### src/rtl/uart_rx.sv
// uart_rx: 8N1 UART receiver with a 2-flop input synchronizer, mid-bit sampling and framing-error detection.
// Optional UART_RX_MAJORITY_EN: each start/data/stop sample is a 2-of-3 vote around the sample point.
module uart_rx #(
  parameter int CLOCK_FREQ = 100_000_000,
  parameter int BAUD_RATE  = 3_000_000
) (
  input  logic       clk_in,
  input  logic       rst_in,
  input  logic       uart_rx_in,
  output logic [7:0] byte_out,
  output logic       valid_out,
  output logic       frame_err_out
);

  localparam int BIT_PERIOD = CLOCK_FREQ / BAUD_RATE;
  localparam int HALF       = BIT_PERIOD / 2;
  localparam int CNT_W      = (BIT_PERIOD > 1) ? $clog2(BIT_PERIOD) : 1;
  localparam logic [CNT_W-1:0] CNT_LAST = CNT_W'(BIT_PERIOD - 1);
  localparam logic [CNT_W-1:0] CNT_MID  = CNT_W'(HALF - 1);

  typedef enum logic [2:0] {
    WAIT_HIGH,
    IDLE,
    START,
    DATA,
    STOP
  } state_t;

  state_t           state_q, state_d;
  logic [CNT_W-1:0] cnt_q, cnt_d;
  logic [2:0]       idx_q, idx_d;
  logic [7:0]       shreg_q, shreg_d;
  logic [7:0]       byte_q, byte_d;
  logic             valid_q, valid_d;
  logic             ferr_q, ferr_d;
  logic             sync1_q, sync1_d;
  logic             sync2_q, sync2_d;
  logic             sample;

`ifdef UART_RX_MAJORITY_EN
  logic             sync3_q, sync3_d;

  function automatic logic majority3(input logic a, input logic b, input logic c);
    majority3 = (a & b) | (a & c) | (b & c);
  endfunction

  // sync2 is the sample point; sync1 is one cycle newer, sync3 one cycle older,
  // so the vote adds no latency relative to the single-sample build.
  assign sample  = majority3(sync1_q, sync2_q, sync3_q);
  assign sync3_d = sync2_q;
`else
  assign sample  = sync2_q;
`endif

  assign sync1_d = uart_rx_in;
  assign sync2_d = sync1_q;

  always_comb begin
    state_d = state_q;
    cnt_d   = cnt_q;
    idx_d   = idx_q;
    shreg_d = shreg_q;
    byte_d  = byte_q;
    valid_d = 1'b0;
    ferr_d  = 1'b0;

    case (state_q)
      WAIT_HIGH: begin
        if (sync2_q) state_d = IDLE;
      end

      IDLE: begin
        if (!sync2_q) begin
          state_d = START;
          cnt_d   = '0;
        end
      end

      START: begin
        if (cnt_q == CNT_MID) begin
          if (!sample) begin
            state_d = DATA;
            cnt_d   = '0;
            idx_d   = '0;
          end else begin
            state_d = IDLE;
          end
        end else begin
          cnt_d = cnt_q + CNT_W'(1);
        end
      end

      // Counter restarts at mid start bit, so every full period lands mid-bit.
      DATA: begin
        if (cnt_q == CNT_LAST) begin
          shreg_d = {sample, shreg_q[7:1]};
          cnt_d   = '0;
          idx_d   = idx_q + 3'd1;
          if (idx_q == 3'd7) state_d = STOP;
        end else begin
          cnt_d = cnt_q + CNT_W'(1);
        end
      end

      STOP: begin
        if (cnt_q == CNT_LAST) begin
          cnt_d = '0;
          if (sample) begin
            byte_d  = shreg_q;
            valid_d = 1'b1;
            state_d = IDLE;
          end else begin
            ferr_d  = 1'b1;
            state_d = WAIT_HIGH;
          end
        end else begin
          cnt_d = cnt_q + CNT_W'(1);
        end
      end

      default: state_d = WAIT_HIGH;
    endcase
  end

  always_ff @(posedge clk_in) begin
    if (!rst_in) begin
      state_q <= WAIT_HIGH;
      cnt_q   <= '0;
      idx_q   <= '0;
      shreg_q <= '0;
      byte_q  <= '0;
      valid_q <= 1'b0;
      ferr_q  <= 1'b0;
      sync1_q <= 1'b1;
      sync2_q <= 1'b1;
`ifdef UART_RX_MAJORITY_EN
      sync3_q <= 1'b1;
`endif
    end else begin
      state_q <= state_d;
      cnt_q   <= cnt_d;
      idx_q   <= idx_d;
      shreg_q <= shreg_d;
      byte_q  <= byte_d;
      valid_q <= valid_d;
      ferr_q  <= ferr_d;
      sync1_q <= sync1_d;
      sync2_q <= sync2_d;
`ifdef UART_RX_MAJORITY_EN
      sync3_q <= sync3_d;
`endif
    end
  end

  assign byte_out      = byte_q;
  assign valid_out     = valid_q;
  assign frame_err_out = ferr_q;

endmodule

### config.mk
export PLATFORM = sky130hd
export DESIGN_NAME = uart_rx
export DESIGN_NICKNAME = d
export VERILOG_FILES = /design/src/rtl/uart_rx.sv
export SDC_FILE = /design/constraint.sdc
export NUM_CORES = 1
export LEC_CHECK = 0
export BUFFER_PORTS_ARGS = -buffer_cell sky130_fd_sc_hd__buf_2
export CORE_MARGIN = 8
export CORE_UTILIZATION = 50
export DETAILED_ROUTE_END_ITERATION = 7
export MAX_ROUTING_LAYER = met4
export PLACE_DENSITY_LB_ADDON = 0.3
export SETUP_SLACK_MARGIN = 0.02
export SYNTH_ARGS = -nofsm -noshare
export SYNTH_HDL_FRONTEND = slang
export SYNTH_SLANG_ARGS = --single-unit
### constraint.sdc
create_clock -name clk_in -period 2.1 [get_ports clk_in]
set_input_delay 0.42 -clock clk_in [delete_from_list [all_inputs] [get_ports clk_in]]
set_output_delay 0.42 -clock clk_in [all_outputs]
set_load 0.005 [all_outputs]
# Word-level counts from Yosys, hierarchy flattened
# Cells that the tools add are included.
[classes]
add_sub_neg = 2
n_mul = 0
div_mod_pow = 0
magnitude_cmp = 0
n_eq_ne = 14
shift = 0
n_mux = 19
n_bitwise = 0
n_reduce_logical = 9
[op_table]
columns = ["op", "count"]
rows = [
  ["$mux 3", 9],
  ["$mux 6", 3],
  ["$pmux 6 s3", 1],
  ["$pmux 3 s5", 1],
  ["$ne 2x2->1 const B", 7],
  ["$add 6x1->6 const B", 1],
  ["$eq 3x2->1 const B", 2],
  ["$eq 3x3->1 const B", 2],
  ["$eq 6x4->1 const B", 1],
  ["$eq 6x6->1 const B", 1],
  ["$pmux 3 s2", 1],
  ["$reduce_and 3->1", 2],
  ["$reduce_and 6->1", 1],
  ["$reduce_and 4->1", 1],
  ["$add 3x1->3 const B", 1],
  ["$eq 3x1->1 const B", 1],
  ["$logic_not 3->1", 1],
  ["$mux 1", 3],
  ["$reduce_bool 3->1", 1],
  ["$mux 2", 1],
  ["$reduce_and 2->1", 1],
  ["$reduce_bool 2->1", 1],
  ["$reduce_or 2->1", 1],
]
[totals]
regBits = 32
latchBits = 0
ram_bits = 0
romBits = 0
input_bits = 3
output_inout_bits = 10
word_cells = 53
n_memories = 0

# Depth between registers and ports, before layout
[logic_depth]
word_depth = 4
mapped_depth = 7
depth_no_buf = 7

# Worst setup path before layout
# Ideal clock, no wire load.
[synth_timing]
path_type = "reg-to-reg"
start = "reg state_q[0]"
end = "reg cnt_q[1]"
setup_ns = 0.117
arrival_time_ns = 1.522
required_ns = 1.983
path_slack_ns = 0.461
stages_incl_launch_ff = 7
path_buffers = 1
period_less_slack_ns = 1.639
cell_sequence = "dfxtp_1 -> buf_6 -> or3_1 -> or2_4 -> a32o_2 -> a22oi_2 -> nor2b_1"
[synth_via]
elab_chain_cells = 3
elab_cells_between_ends = 7
cone_classes = "eq/ne (4); mux (1); reduce/logical (2)"
[synth_rtl]
columns = ["element", "line_no", "text"]
rows = [
  ["start: declaration", "29", "state_t state_q, state_d;"],
  ["start signal: assignment", "140", "state_q <= state_d;"],
  ["$eq 3x3->1 or $eq 3x2->1 (tied branches)", "67", "case (state_q)"],
  ["$reduce_or 2->1 (no line)", "--", ""],
  ["$pmux 6 s3 or $reduce_bool 3->1 (tied branches)", "--", ""],
  ["end signal: assignment", "141", "cnt_q <= cnt_d;"],
  ["end: declaration", "30", "logic [CNT_W-1:0] cnt_q, cnt_d;"],
]
# Parallel ways exist; a longest one is shown, timed or not.
# A chain may end at the register's enable or synchronous reset.

# Worst setup path in the final report
[layout_timing]
start = "reg cnt_q[0]"
end = "reg cnt_q[1]"
[layout_via]
elab_chain_cells = 3
elab_cells_between_ends = 6
cone_classes = "add/sub (1); eq/ne (2); mux (3)"
[layout_rtl]
columns = ["element", "line_no"]
rows = [
  ["$add 6x1->6, or another cell as far along", "89, 101, 117"],
  ["$mux 6 (on tied branches)", "95, 106, 80"],
  ["$pmux 6 s3 *", "67"],
]
# Mark *: on every way between the ends. The rest lies on a longest branch, timed or not.

==> reports/results.tsv <==
metric	value	unit
yosysTopAreaCell	dfxtp_1	
finClkSkew	8.968	ps
n_antenna_cell	0	
layout.nets	193	
cts_tree	done	
final.period_utilization	83.24	%
worst_pin_slew	426.6	ps
drt_iter0_drc	78	
seqPwrFrac	54.1	%
syn-mean-instance-area	8.473	um2
maxSlewViolCount	0	
drv_cap	0	
htreeDepth	2	
status	finished clean	
cp_max_fo	8	
fillCellCount	243	
p_int	893.0	uW
overflow	0	
first_pass_iters	5	
synth_nets	178	
p_comb_share	5.7	%
hold_buffers	0	
ys_seq_area_share	44.21	%
p_leak	0.0006157	uW
hold_path_class	in2reg	
multi_input_area	747.0	um2
routed_wl	2847	um
synth.top_cell.area_share	44.21	%
area_delta_synth_final	11.49	%
grt_pass1_vias	1133	
vias	1192	
die_y	69.83	um
cts-resized-gates	0	
yosys_most_used_dff	dfxtp_1	
critPathCaptureType	flop	
path_buf_inv	0	
wl_per_cell	13.06	um
core	2758	um2
ios	13	
synthArstFlopShare	0	%
rows	19	
start_kind	flop	
clock_sinks	32	
seq_area	640.6	um2
grt_first_pass_wirelength	5009	um
via_per_inst	5.468	
clkLatencyLatePin	330	ps
timing.fmax	572.1	MHz
initial_utilization	52.54	%
setup_viol_count_final	0	
post-route-min-period	1748	ps
rsz0062_at_grt	no	
io_buffer_count	12	
clockBufferDepth	2	
required	2340	ps
ant_nets	0	
yosys-top-cells-area	dfxtp_1, nand2_1, a21boi_0	
synth.distinct_cells	36	
die_area	4876	um2
grtUsageTotal	12.52	%
grt_max_degree	23	
p_per_area	716.6	nW/um2
setup_tns	0	ps
critPathTopFamily	simple AND/OR/NAND/NOR gates	
fin_total_pwr	1158	uW
slowest_stage	dfxtp_1	
clock_power_share	40.1	%
mostFrequentLayoutCell	nand2_1	
postSynthCellCount	171	
cp_slowest_stage_delay	410	ps
timing.final.hold_violations	0	
cts_setup_buffers	0	
switching_share	22.85	%
place_congestion	0.8625	
cts-root-buf	clkbuf_4	
crit_type	reg2reg	
slew_headroom	71.47	%
synth_edf_count	0	
final_cell_mix	nand2_1, dfxtp_1, nor2_1, a21boi_0, buf_2	
antenna_found_initial	0	
clkTransAtPathRegs	100	ps
ys_ff_latch	32	
netlist_area	1449	um2
critical_path_arrival	1980	ps
drive_above_1_share	16.58	%
cts_buffers	5	
die_w	69.83	um
hpwl	2064	um
power_switching	264.5	uW
crit_chain	ha_1 > nand3_1 > or2_4 > a32o_2 > a22oi_2 > nor2b_1	
drc	0	
vdd_drop_max	0.9244	mV
yosysWarnings	0	
Yosys cell counts (2+ instances only):
library cell and n:
nand3_1 7, a22oi_1 3, nor3_1 5, a31oi_1 4, buf_2 3, nor2b_1 7
a21boi_1 3, dfxtp_1 32, o21ai_0 2, nor2_1 12, nand2_1 40, clkbuf_1 3
a21oi_1 7, nand2b_1 3, inv_1 4, ha_1 4, and3_1 2, a21boi_0 12
worst paths after layout:
kind                    from       end  slack (ps)  depth (start not counted)
setup / recovery    cnt_q[0]  cnt_q[1]         350                          6
hold / removal    uart_rx_in   sync1_q         270                          2
setup reg to reg    cnt_q[0]  cnt_q[1]         350                          6
hold reg to reg      sync1_q    sample         430                          1
layer usage:
layer	vias up	GRT usage (%)	share of wire, %
li1	611	-	-
met1	554	12.84	45
met2	23	20.61	48
met3	4	5.579	5.8
met4	0	4.688	1.1
met5	-	-	0
metrics by stage:
stage / util [%] / worst slack [ps] / cell area (um2) / hold slack, ps / cells
2_1_floorplan: - / 461.3 / 1449 / 386.3 / 171
3_3_place_gp: 55.67 / 412.6 / 1535 / 406.7 / 210
3_5_place_dp: 55.67 / 346.4 / 1535 / 399.4 / 210
4_1_cts: 58.58 / 334.1 / 1615 / 264.2 / 218
5_1_grt: 58.58 / 203.3 / 1615 / 257.9 / 218
6_report: 58.58 / 352.0 / 1615 / 273.5 / 218
registers in the layout, summed over array words and instances, names as in the netlist:
name	cells
byte_out	8
cnt_q	6
frame_err_out	1
idx_q	3
sample	1
shreg_q	8
state_q	3
sync1_q	1
valid_out	1
area by class of cell:
class                      instances  share of cell area [%]
sequential                        32                   39.66
multi-input combinational        126                   46.24
timing repair buffer              16                   5.577
clock buffer                       5                   2.324
inverter                           5                   1.162
clock inverter                     3                   2.634
tap                               31                   2.401
cells by family (layout without fill, tap and decap cells):
family	count (synthesis)	after routing	share of synthesized area, %
multiplexers	1	1	0.6909
XOR/XNOR	1	1	0.6046
AND/OR/NAND/NOR	83	83	27.63
AO/OA/AOI/OAI	37	37	19.17
adder cells (fa/ha/maj)	4	4	3.454
buffers and inverters	13	29	4.230
flip-flops	32	32	44.21
power by group through the flow:
| stage | Combinational, uW | Clock [uW] | Sequential [uW] |
|---|---|---|---|
| after floorplan | 63.4 | 0 | 630 |
| after global placement | 64.3 | 0 | 639 |
| after detailed placement | 65.9 | 0 | 640 |
| after CTS | 66.2 | 477 | 626 |
| after global routing | 72.7 | 503 | 628 |
| final | 66.1 | 465 | 627 |
Power figures use the tool's default switching activity.
